[src/rtl/lif_neuron_bank_if.sv]
// Step handshake, configuration and result bus for the LIF neuron bank.
// The controller side is the master; the neuron bank is the slave.
interface lif_neuron_bank_if #(
  parameter int N_CH  = 4,
  parameter int WIDTH = 8
);
  logic                    start;
  logic [N_CH*WIDTH-1:0]   w_in;
  logic [WIDTH-1:0]        thr;
  logic                    mode;
  logic                    clear;
  logic                    ready;
  logic                    done;
  logic [N_CH-1:0]         spikes;
  logic [N_CH*WIDTH-1:0]   vm_flat;

  modport master (
    output start, w_in, thr, mode, clear,
    input  ready, done, spikes, vm_flat
  );

  modport slave (
    input  start, w_in, thr, mode, clear,
    output ready, done, spikes, vm_flat
  );
endinterface

[src/rtl/lif_neuron_bank.sv]
// Bank of N_CH leaky integrate-and-fire neurons, one channel updated per cycle
// through a shared datapath; one start pulse runs a full step over all channels.
//
// state | meaning
// IDLE  | ready; accepts clear (priority) or start
// RUN   | updates channel idx, one per cycle
// DONE  | publishes spikes with a one-cycle done pulse
module lif_neuron_bank #(
  parameter int N_CH       = 4,
  parameter int WIDTH      = 8,
  parameter int LEAK_SHIFT = 4,
  parameter int REFRACT    = 2
) (
  input  logic             clk,
  input  logic             rst,
  lif_neuron_bank_if.slave bus
);

  localparam int IW = (N_CH > 1) ? $clog2(N_CH) : 1;
  localparam int RW = (REFRACT > 0) ? $clog2(REFRACT + 1) : 1;

  typedef enum logic [1:0] {
    IDLE = 2'd0,
    RUN  = 2'd1,
    DONE = 2'd2
  } state_t;

  state_t                state;
  logic [IW-1:0]         idx;
  logic [WIDTH-1:0]      vm   [N_CH];
  logic [RW-1:0]         refr [N_CH];
  logic [N_CH*WIDTH-1:0] w_lat;
  logic [WIDTH-1:0]      thr_lat;
  logic                  mode_lat;
  logic [N_CH-1:0]       spk_acc;
  logic                  ready_q;
  logic                  done_q;
  logic [N_CH-1:0]       spikes_q;

  logic [WIDTH-1:0]      vm_cur;
  logic [WIDTH-1:0]      w_cur;
  logic [WIDTH-1:0]      leak;
  logic [WIDTH:0]        sum;
  logic [WIDTH:0]        over;
  logic                  busy;
  logic                  fire;
  logic [WIDTH-1:0]      vm_next;
  logic [RW-1:0]         refr_next;

  // Shared update datapath for the channel selected by idx.
  always_comb begin
    vm_cur    = vm[idx];
    w_cur     = w_lat[int'(idx)*WIDTH +: WIDTH];
    leak      = (LEAK_SHIFT == 0) ? '0 : (vm_cur >> LEAK_SHIFT);
    sum       = {1'b0, vm_cur} - {1'b0, leak} + {1'b0, w_cur};
    over      = sum - {1'b0, thr_lat};
    busy      = (refr[idx] != '0);
    fire      = !busy && (sum >= {1'b0, thr_lat});
    vm_next   = sum[WIDTH-1:0];
    refr_next = '0;
    if (busy) begin
      vm_next   = '0;
      refr_next = refr[idx] - RW'(1);
    end else if (fire) begin
      refr_next = RW'(REFRACT);
      if (!mode_lat)
        vm_next = '0;
      else if (over[WIDTH])
        vm_next = '1;
      else
        vm_next = over[WIDTH-1:0];
    end
  end

  always_ff @(posedge clk or posedge rst) begin
    if (rst) begin
      state    <= IDLE;
      idx      <= '0;
      w_lat    <= '0;
      thr_lat  <= '0;
      mode_lat <= 1'b0;
      spk_acc  <= '0;
      ready_q  <= 1'b1;
      done_q   <= 1'b0;
      spikes_q <= '0;
      for (int k = 0; k < N_CH; k++) begin
        vm[k]   <= '0;
        refr[k] <= '0;
      end
    end else begin
      done_q <= 1'b0;
      case (state)
        IDLE: begin
          if (bus.clear) begin
            for (int k = 0; k < N_CH; k++) begin
              vm[k]   <= '0;
              refr[k] <= '0;
            end
          end else if (bus.start) begin
            w_lat    <= bus.w_in;
            thr_lat  <= bus.thr;
            mode_lat <= bus.mode;
            idx      <= '0;
            spk_acc  <= '0;
            ready_q  <= 1'b0;
            state    <= RUN;
          end
        end
        RUN: begin
          vm[idx]      <= vm_next;
          refr[idx]    <= refr_next;
          spk_acc[idx] <= fire;
          if (idx == IW'(N_CH - 1))
            state <= DONE;
          else
            idx <= idx + IW'(1);
        end
        DONE: begin
          done_q   <= 1'b1;
          spikes_q <= spk_acc;
          ready_q  <= 1'b1;
          state    <= IDLE;
        end
        default: begin
          ready_q <= 1'b1;
          state   <= IDLE;
        end
      endcase
    end
  end

  assign bus.ready  = ready_q;
  assign bus.done   = done_q;
  assign bus.spikes = spikes_q;

  for (genvar g = 0; g < N_CH; g++) begin : g_vm
    assign bus.vm_flat[g*WIDTH +: WIDTH] = vm[g];
  end

endmodule

[src/flat_wrapper.sv]
// flat-port wrapper written by rule: the top's interface ports become plain ports
module lif_neuron_bank_flat 
#(
  parameter int N_CH       = 4,
  parameter int WIDTH      = 8,
  parameter int LEAK_SHIFT = 4,
  parameter int REFRACT    = 2
)
  (clk, rst, bus_start, bus_w_in, bus_thr, bus_mode, bus_clear, bus_ready, bus_done, bus_spikes, bus_vm_flat);
  lif_neuron_bank_if #(.N_CH(N_CH), .WIDTH(WIDTH)) bus_i ();
  input  logic clk;
  input  logic rst;
  input wire logic [$bits(bus_i.start)-1:0] bus_start;
  input wire logic [$bits(bus_i.w_in)-1:0] bus_w_in;
  input wire logic [$bits(bus_i.thr)-1:0] bus_thr;
  input wire logic [$bits(bus_i.mode)-1:0] bus_mode;
  input wire logic [$bits(bus_i.clear)-1:0] bus_clear;
  output wire logic [$bits(bus_i.ready)-1:0] bus_ready;
  output wire logic [$bits(bus_i.done)-1:0] bus_done;
  output wire logic [$bits(bus_i.spikes)-1:0] bus_spikes;
  output wire logic [$bits(bus_i.vm_flat)-1:0] bus_vm_flat;
  assign bus_i.start = bus_start;
  assign bus_i.w_in = bus_w_in;
  assign bus_i.thr = bus_thr;
  assign bus_i.mode = bus_mode;
  assign bus_i.clear = bus_clear;
  assign bus_ready = bus_i.ready;
  assign bus_done = bus_i.done;
  assign bus_spikes = bus_i.spikes;
  assign bus_vm_flat = bus_i.vm_flat;
  lif_neuron_bank #(.N_CH(N_CH), .WIDTH(WIDTH), .LEAK_SHIFT(LEAK_SHIFT), .REFRACT(REFRACT)) u_core (.clk(clk), .rst(rst), .bus(bus_i));
endmodule
[config.mk]
export PLATFORM = sky130hd
export DESIGN_NAME = lif_neuron_bank_flat
export DESIGN_NICKNAME = d
export VERILOG_FILES = /design/src/rtl/lif_neuron_bank_if.sv /design/src/rtl/lif_neuron_bank.sv /design/src/flat_wrapper.sv
export SDC_FILE = /design/constraint.sdc
export NUM_CORES = 1
export LEC_CHECK = 0
export CAP_MARGIN = 20
export CELL_PAD_IN_SITES_DETAIL_PLACEMENT = 1
export CELL_PAD_IN_SITES_GLOBAL_PLACEMENT = 2
export CORE_MARGIN = 8
export CORE_UTILIZATION = 30
export DETAILED_ROUTE_END_ITERATION = 7
export GPL_ROUTABILITY_DRIVEN = 0
export HOLD_SLACK_MARGIN = 0.05
export MAX_ROUTING_LAYER = met4
export PLACE_DENSITY_LB_ADDON = 0.15
export REMOVE_ABC_BUFFERS = 1
export SLEW_MARGIN = 20
export SYNTH_ARGS = -nofsm -noshare
export SYNTH_HDL_FRONTEND = slang
export SYNTH_SLANG_ARGS = --single-unit
[constraint.sdc]
create_clock -name clk -period 4.55 [get_ports clk]
set_input_delay 0.455 -clock clk [delete_from_list [all_inputs] [get_ports clk]]
set_output_delay 0.455 -clock clk [all_outputs]
set_load 0.03 [all_outputs]
# Yosys cells after proc, flatten, opt, wreduce, memory -nomap -nowiden
# Cells that the tools add are included.
word_totals:
  register_bits: 95
  latch_bits: 0
  ram_bits: 0
  mem_bits_ro: 0
  inputBits: 45
  output_inout_bits: 38
  elab_cells: 92
  mem_count: 0
op_classes:
  addsub: 5
  mul: 0
  div_mod_pow: 0
  order_cmp: 5
  n_eq_ne: 8
  shifts: 1
  muxes: 40
  bitwise: 3
  n_reduce_logical: 13
op_table:
  columns: ["operator", "count"]
  rows:
  - ["$mux W8", 8]
  - ["$pmux W32 S2", 1]
  - ["$bwmux W32", 1]
  - ["$mux W32", 1]
  - ["$shiftx A32 B6 Y8", 1]
  - ["$mux W2", 11]
  - ["$bmux W8 S2", 1]
  - ["$demux W8 S2", 1]
  - ["$pmux W8 S2", 1]
  - ["$reduce_and A3 Y1", 4]
  - ["$add A9 B8 Y9", 1]
  - ["$ge A9 B8 Y1", 1]
  - ["$sub A8 B4 Y9", 1]
  - ["$sub A9 B8 Y9", 1]
  - ["$bwmux W8", 1]
  - ["$mux W4", 2]
  - ["$ne A2 B2 Y1 const B", 4]
  - ["$pmux W2 S2", 2]
  - ["$pmux W4 S2", 1]
  - ["$bmux W2 S2", 1]
  - ["$bwmux W4", 1]
  - ["$demux W2 S2", 1]
  - ["$eq A2 B2 Y1 const B", 2]
  - ["$mux W1", 4]
  - ["18 further kinds", 22]

# Logic depth before layout (Yosys ltp)
logic_depth:
  ltp_word: 13
  ltp_mapped: 20
  mapped_depth_nobuf: 19

# Least setup slack after synthesis
# No wires, ideal clock.
synth_timing:
  kind: "register -> register"
  start: "register u_core.idx[0]"
  end: "register u_core.refr[1] (netlist bit)"
  setup_ns: 0.136
  arrival_ns: 4.700
  t_required_ns: 4.414
  path_slack_ns: -0.286
  path_stages_with_launch: 17
  path_buffers: 2
  synth_period_minus_slack_ns: 4.836
  cell_sequence: "dfrtp_1 > buf_6 > buf_1 > mux4_2 > inv_1 > fa_1 > fa_1 > nand2b_1 > a21oi_1 > a211oi_1 > xnor2_1 > ha_1 > a2111o_1 > o211ai_1 > o211a_4 > a21boi_0 > o21ai_0"
synth_between:
  elab_chain_cells: 12
  word_cells_on_any_way: 24
  classes_between: "add/sub (3); order compare (3); shift (1); mux (12); bitwise (1); reduce/logical (4)"
synth_lines:
  columns: ["element", "line", "source"]
  rows:
  - ["start: declaration", "lif_neuron_bank.sv:29", "logic [IW-1:0] idx;"]
  - ["start signal: assignment", "lif_neuron_bank.sv:116", "idx <= idx + IW'(1);"]
  - ["$not A2 Y3 (implied by the code)", null, null]
  - ["$bmux W8 S2", "lif_neuron_bank.sv:52", "vm_cur = vm[idx];"]
  - ["$mux W8 (implied by the code) (2 in series)", "lif_neuron_bank.sv:52", null]
  - ["$sub A8 B4 Y9", "lif_neuron_bank.sv:55", "sum = {1'b0, vm_cur} - {1'b0, leak} + {1'b0, w_cur};"]
  - ["$add A9 B8 Y9", "lif_neuron_bank.sv:55", null]
  - ["$ge A9 B8 Y1", "lif_neuron_bank.sv:58", "fire = !busy && (sum >= {1'b0, thr_lat});"]
  - ["$logic_and A1 B1 Y1", "lif_neuron_bank.sv:58", null]
  - ["$mux W2", "lif_neuron_bank.sv:64", "end else if (fire) begin"]
  - ["$mux W2", "lif_neuron_bank.sv:61", "if (busy) begin"]
  - ["$bwmux W8 *", "lif_neuron_bank.sv:111", "refr[idx] <= refr_next;"]
  - ["$pmux W8 S2 *", "lif_neuron_bank.sv:92", "case (state)"]
  - ["end signal: indexed assignment", "lif_neuron_bank.sv:111", null]
  - ["end: declaration", "lif_neuron_bank.sv:31", "logic [RW-1:0] refr [N_CH];"]
# Mark *: on every way between the ends. The rest lies on a longest branch, timed or not. The select of a mux whose other input is x is not followed.
# A chain may end at the register's enable or synchronous reset.

# Worst setup path after layout
layout_timing:
  start: "register u_core.idx[0]"
  end: "register u_core.vm, in the netlist u_core.bus.vm_flat[11]"
layout_between:
  elab_chain_cells: 13
  word_cells_on_any_way: 26
  classes_between: "add/sub (3); order compare (3); shift (1); mux (14); bitwise (1); reduce/logical (4)"
layout_lines:
  columns: ["element", "line", "source"]
  rows:
  - ["$not A2 Y3 (implied by the code)", "lif_neuron_bank.sv:52, lif_neuron_bank.sv:57, lif_neuron_bank.sv:110", null]
  - ["$bmux W8 S2", "lif_neuron_bank.sv:52", null]
  - ["$mux W8 (implied by the code) (2 in series)", "lif_neuron_bank.sv:52", null]
  - ["$sub A8 B4 Y9", "lif_neuron_bank.sv:55", null]
  - ["$add A9 B8 Y9", "lif_neuron_bank.sv:55", null]
  - ["$sub A9 B8 Y9", "lif_neuron_bank.sv:56", "over = sum - {1'b0, thr_lat};"]
  - ["$mux W8", "lif_neuron_bank.sv:68", "else if (over[WIDTH])"]
  - ["$mux W8", "lif_neuron_bank.sv:66", "if (!mode_lat)"]
  - ["$mux W8", "lif_neuron_bank.sv:64", null]
  - ["$mux W8", "lif_neuron_bank.sv:61", null]
  - ["$bwmux W32 *", "lif_neuron_bank.sv:110", "vm[idx] <= vm_next;"]
  - ["$pmux W32 S2 *", "lif_neuron_bank.sv:92", null]
  - ["end signal: indexed assignment", "lif_neuron_bank.sv:110", null]
  - ["end: declaration", "lif_neuron_bank.sv:30", "logic [WIDTH-1:0] vm [N_CH];"]
# Marked as above.

==> results summary <==
The run finished, with violations left. The checks that failed: setup timing. The endpoint of the worst register-to-register path is u_core.bus.vm_flat[11].

After detailed routing, the average wire length per cell comes to approximately 18 um. The netlist area before placement is about 0.0052 mm^2. The remaining number of nets flagged by the antenna check after routing is 0. The number of antenna cells inserted came out at 0. The number of rows created at floorplan is between 40 and 50.

Of the synthesized area, sequential elements account for 0.457. The count of final hold-check violations came out at 0. The worst hold path cell count came out at 2.

The total count of max-transition violations in the final report is 0. For this configuration, the core starts out at a cell density of 0.304. For the worst setup path, the data arrival time is 4810 ps.

In the synthesized netlist the async set-or-reset flop fraction comes to 1.00. The worst hold path begins at u_core.w_lat[22]. The largest area contributor in the synthesized netlist is sky130_fd_sc_hd__dfrtp_1. The final critical path time including I/O delays and setup is about 4600 ps. Setup repair after global routing could not meet its margin everywhere.

In this run the count of I/O pins placed on the die edge is 83. The total overflow left after global routing is 0. By count the netlist is led by sky130_fd_sc_hd__nand2_1 (117), sky130_fd_sc_hd__dfrtp_1 (94), sky130_fd_sc_hd__o21ai_0 (56), sky130_fd_sc_hd__inv_1 (48), sky130_fd_sc_hd__nand3_1 (38). The maximum count of clock buffers along a single path came out at 2.

The floorplan core area is 0.0171 mm^2. After clock tree synthesis, the clock-pin slew on the worst setup and hold paths is about 70 ps. The slew of the pin with the lowest slew margin came out at ~910 ps. The worst slew margin relative to its limit came out at 0.387. The area growth from synthesis to layout is 41.0%. The most used flip-flop cell after synthesis is sky130_fd_sc_hd__dfrtp_1. Counting tap cells, the placed design contains a total of approximately 900 instances. The unique cell type count in the Yosys netlist is 49. The setup slack of the worst register-to-register path is -40 ps. For hold timing, the worst endpoint is u_core.w_lat[22]. In the global route stage, overall resource usage came out at 0.156. Of the post-synthesis cell area, the dominant cell type holds 0.452. The number of sinks driven by the clock tree came out at 95. The clock latency on the worst-skew pair came out at around 360 ps. The cell area after layout is 0.00733 mm^2. The kind of end point of the critical path is a flop. The total wire length is between 15,000 and 20,000 um. Prior to clock tree synthesis, the placed netlist has a worst setup slack of -376 ps. The total number of vias is 4,392. The total die area is about 0.022 mm^2. The wire-length estimate of the detail-placed layout is approximately 12,000 um.

The vertical die dimension came out at between 100 and 150 um. The pin count of the biggest net entering global routing is 51. The via count of the first global-routing pass came out at about 4,700. The launch instance of the worst register-to-register path is u_core.idx[0].

The fraction of layout cells with a size suffix above 1 came out at 0.238. The initial antenna violation count came to 0. After detailed routing, the number of vias per cell comes to 4.83. The total clock buffers created by CTS came out at 9. The cell count after synthesis came out at 543. The first global-routing pass estimated between 20,000 and 30,000 um of wire. The first-pass iteration count of the detailed router came out at 4. The top fanout value on the critical path is 8. The number of violations reported at the end of detailed-routing iteration 0 came out at 194.

The worst setup path is launched from a flop. Once placement finished, the instance area stood at 0.00662 mm^2. The number of I/O port buffers came out at between 80 and 90. The synthesized design contains 0 enable-type register cells. sky130_fd_sc_hd__nand2_1 is the most common cell in the netlist. Counting cells, the worst reg-to-reg path comes to 17.

In the post-route analysis, the smallest setup slack over all paths is -37.4 ps. Ranked by total cell area, the synthesized netlist is headed by sky130_fd_sc_hd__dfrtp_1 (45%), sky130_fd_sc_hd__nand2_1 (8.4%), sky130_fd_sc_hd__ha_1 (6.0%), sky130_fd_sc_hd__mux4_2 (5.6%), sky130_fd_sc_hd__o21ai_0 (5.4%). The count of cells in the finished layout, fillers not included, comes to 910.

A synthesized cell averages roughly 9.6 um^2. The cell sitting at the root of the clock tree is a sky130_fd_sc_hd__clkbuf_16. The type of the worst setup path is reg -> reg. TritonCTS built the clock tree. The die boundary width is approximately 150 um.

The total negative slack is -242 ps. The post-route clock period utilization is 1.01. The total of flip-flops plus latches after synthesis came out at 95. The max-capacitance violation count came out at 0. The count of unresolved DRC violations after routing came out at 0.

The H-tree was split into 3 levels. For the worst setup path, the data required time is between 4000 and 5000 ps. The highest attainable clock frequency is 218 MHz. The count of nets after finishing came out at 755.

The count of warnings emitted by yosys is 0. The worst setup skew after layout is between 10 and 15 ps. Setup violations remaining at the end of the flow were counted as 11.

In this run the worst hold path is classified as reg -> reg.
[registers in the layout, summed over array words and instances (netlist names)]
register            cells
u_core.bus.spikes       4
u_core.refr             8
u_core.bus.done         1
u_core.mode_lat         1
u_core.state            2
u_core.bus.ready        1
u_core.bus.vm_flat     32
u_core.idx              2
u_core.w_lat           32
u_core.spk_acc          4
u_core.thr_lat          8
[cell families (layout without fill, tap and decap cells)]
kind of cell / count (synthesis) / after routing / synth area share
mux: 23 / 23 / 0.0921
flops: 95 / 95 / 0.457
buf+inv: 70 / 212 / 0.0522
xor+xnor: 9 / 9 / 0.0152
fa+ha+maj: 30 / 30 / 0.0794
compound gates: 115 / 115 / 0.130
simple gates: 201 / 201 / 0.174
[layout make-up]
cell class,instances,area (um^2)
Clock buffer,9,225
Clock inverter,7,77.6
Fill cell,1912,9780
Inverter,48,181
Multi-Input combinational cell,378,2810
Sequential cell,95,2380
Tap cell,225,282
Timing Repair Buffer,148,1380
[metrics by stage]
step	util	hold slack, ps
finish	0.429	476
global route	0.429	493
CTS	0.408	481
detailed placement	0.387	464
global placement	0.387	458
floorplan	-	440
[timing repair]
| action | 4_1_cts | 5_1_grt |
|---|---|---|
| gates resized for setup | 16 | 81 |
| setup endpoints to repair | 40 | 40 |
| hold buffers | 0 | 0 |
| pin swaps | 8 | 47 |
| setup buffers | 3 | 14 |
[worst max-delay path, stage by stage (launching register included)]
cell and delay, ps:
sky130_fd_sc_hd__dfrtp_2 430, sky130_fd_sc_hd__buf_12 150, sky130_fd_sc_hd__mux4_2 540, sky130_fd_sc_hd__fa_1 560, sky130_fd_sc_hd__inv_2 50, sky130_fd_sc_hd__ha_4 250
sky130_fd_sc_hd__o211ai_1 260, sky130_fd_sc_hd__a21oi_2 60, sky130_fd_sc_hd__a211oi_2 230, sky130_fd_sc_hd__xnor2_1 180, sky130_fd_sc_hd__ha_1 280, sky130_fd_sc_hd__a2111o_1 420
sky130_fd_sc_hd__o211ai_1 240, sky130_fd_sc_hd__o211a_4 260, sky130_fd_sc_hd__nor2_8 80, sky130_fd_sc_hd__buf_4 150, sky130_fd_sc_hd__a21oi_4 200, sky130_fd_sc_hd__o21ai_1 90
[layout by cell type, fill, tap and decap left out, types with 4 or more instances in the layout]
cell type                           n
sky130_fd_sc_hd__nand2_1          117
sky130_fd_sc_hd__dfrtp_1           93
sky130_fd_sc_hd__clkdlybuf4s50_1   82
sky130_fd_sc_hd__buf_4             58
sky130_fd_sc_hd__inv_1             39
sky130_fd_sc_hd__nand3_1           38
sky130_fd_sc_hd__o21ai_0           29
sky130_fd_sc_hd__o21ai_1           23
sky130_fd_sc_hd__ha_1              18
sky130_fd_sc_hd__mux4_2            17
sky130_fd_sc_hd__a21oi_1           15
sky130_fd_sc_hd__nor2_1            14
sky130_fd_sc_hd__a21oi_2            9
sky130_fd_sc_hd__clkbuf_16          9
sky130_fd_sc_hd__a31oi_1            8
sky130_fd_sc_hd__inv_2              8
sky130_fd_sc_hd__nand2b_1           6
sky130_fd_sc_hd__ha_4               6
sky130_fd_sc_hd__nor2b_1            4
sky130_fd_sc_hd__xnor2_1            4
sky130_fd_sc_hd__o21ai_2            4
sky130_fd_sc_hd__mux2_2             4
sky130_fd_sc_hd__buf_6              4
[worst max path at each step]
| stage | startpoint | endpoint | slack [ps] | cells after the start |
|---|---|---|---|---|
| 6_report | u_core.idx[0] | u_core.bus.vm_flat[11] | -40 | 17 |
| 5_1_grt | u_core.idx[0] | u_core.bus.vm_flat[31] | -220 | 19 |
| 4_1_cts | u_core.idx[0] | u_core.bus.vm_flat[20] | 1 | 21 |
| 3_5_place_dp | u_core.idx[0] | u_core.bus.vm_flat[0] | -380 | 21 |
| 3_3_place_gp | u_core.idx[0] | u_core.bus.vm_flat[8] | -230 | 20 |
| 2_1_floorplan | u_core.idx[0] | u_core.refr[1] | -320 | 13 |
[routing by layer]
| metal | vias up | GRT usage | share of wire |
|---|---|---|---|
| met5 | - | - | 0 |
| met4 | 0 | 0.0546 | 0.017 |
| met3 | 18 | 0.0263 | 0.032 |
| met2 | 64 | 0.250 | 0.48 |
| met1 | 2171 | 0.196 | 0.48 |
| li1 | 2139 | - | - |
Power is left out: the tool's default activity adds up to more than one toggle a clock period on the data nets, which glitch-free logic cannot reach.
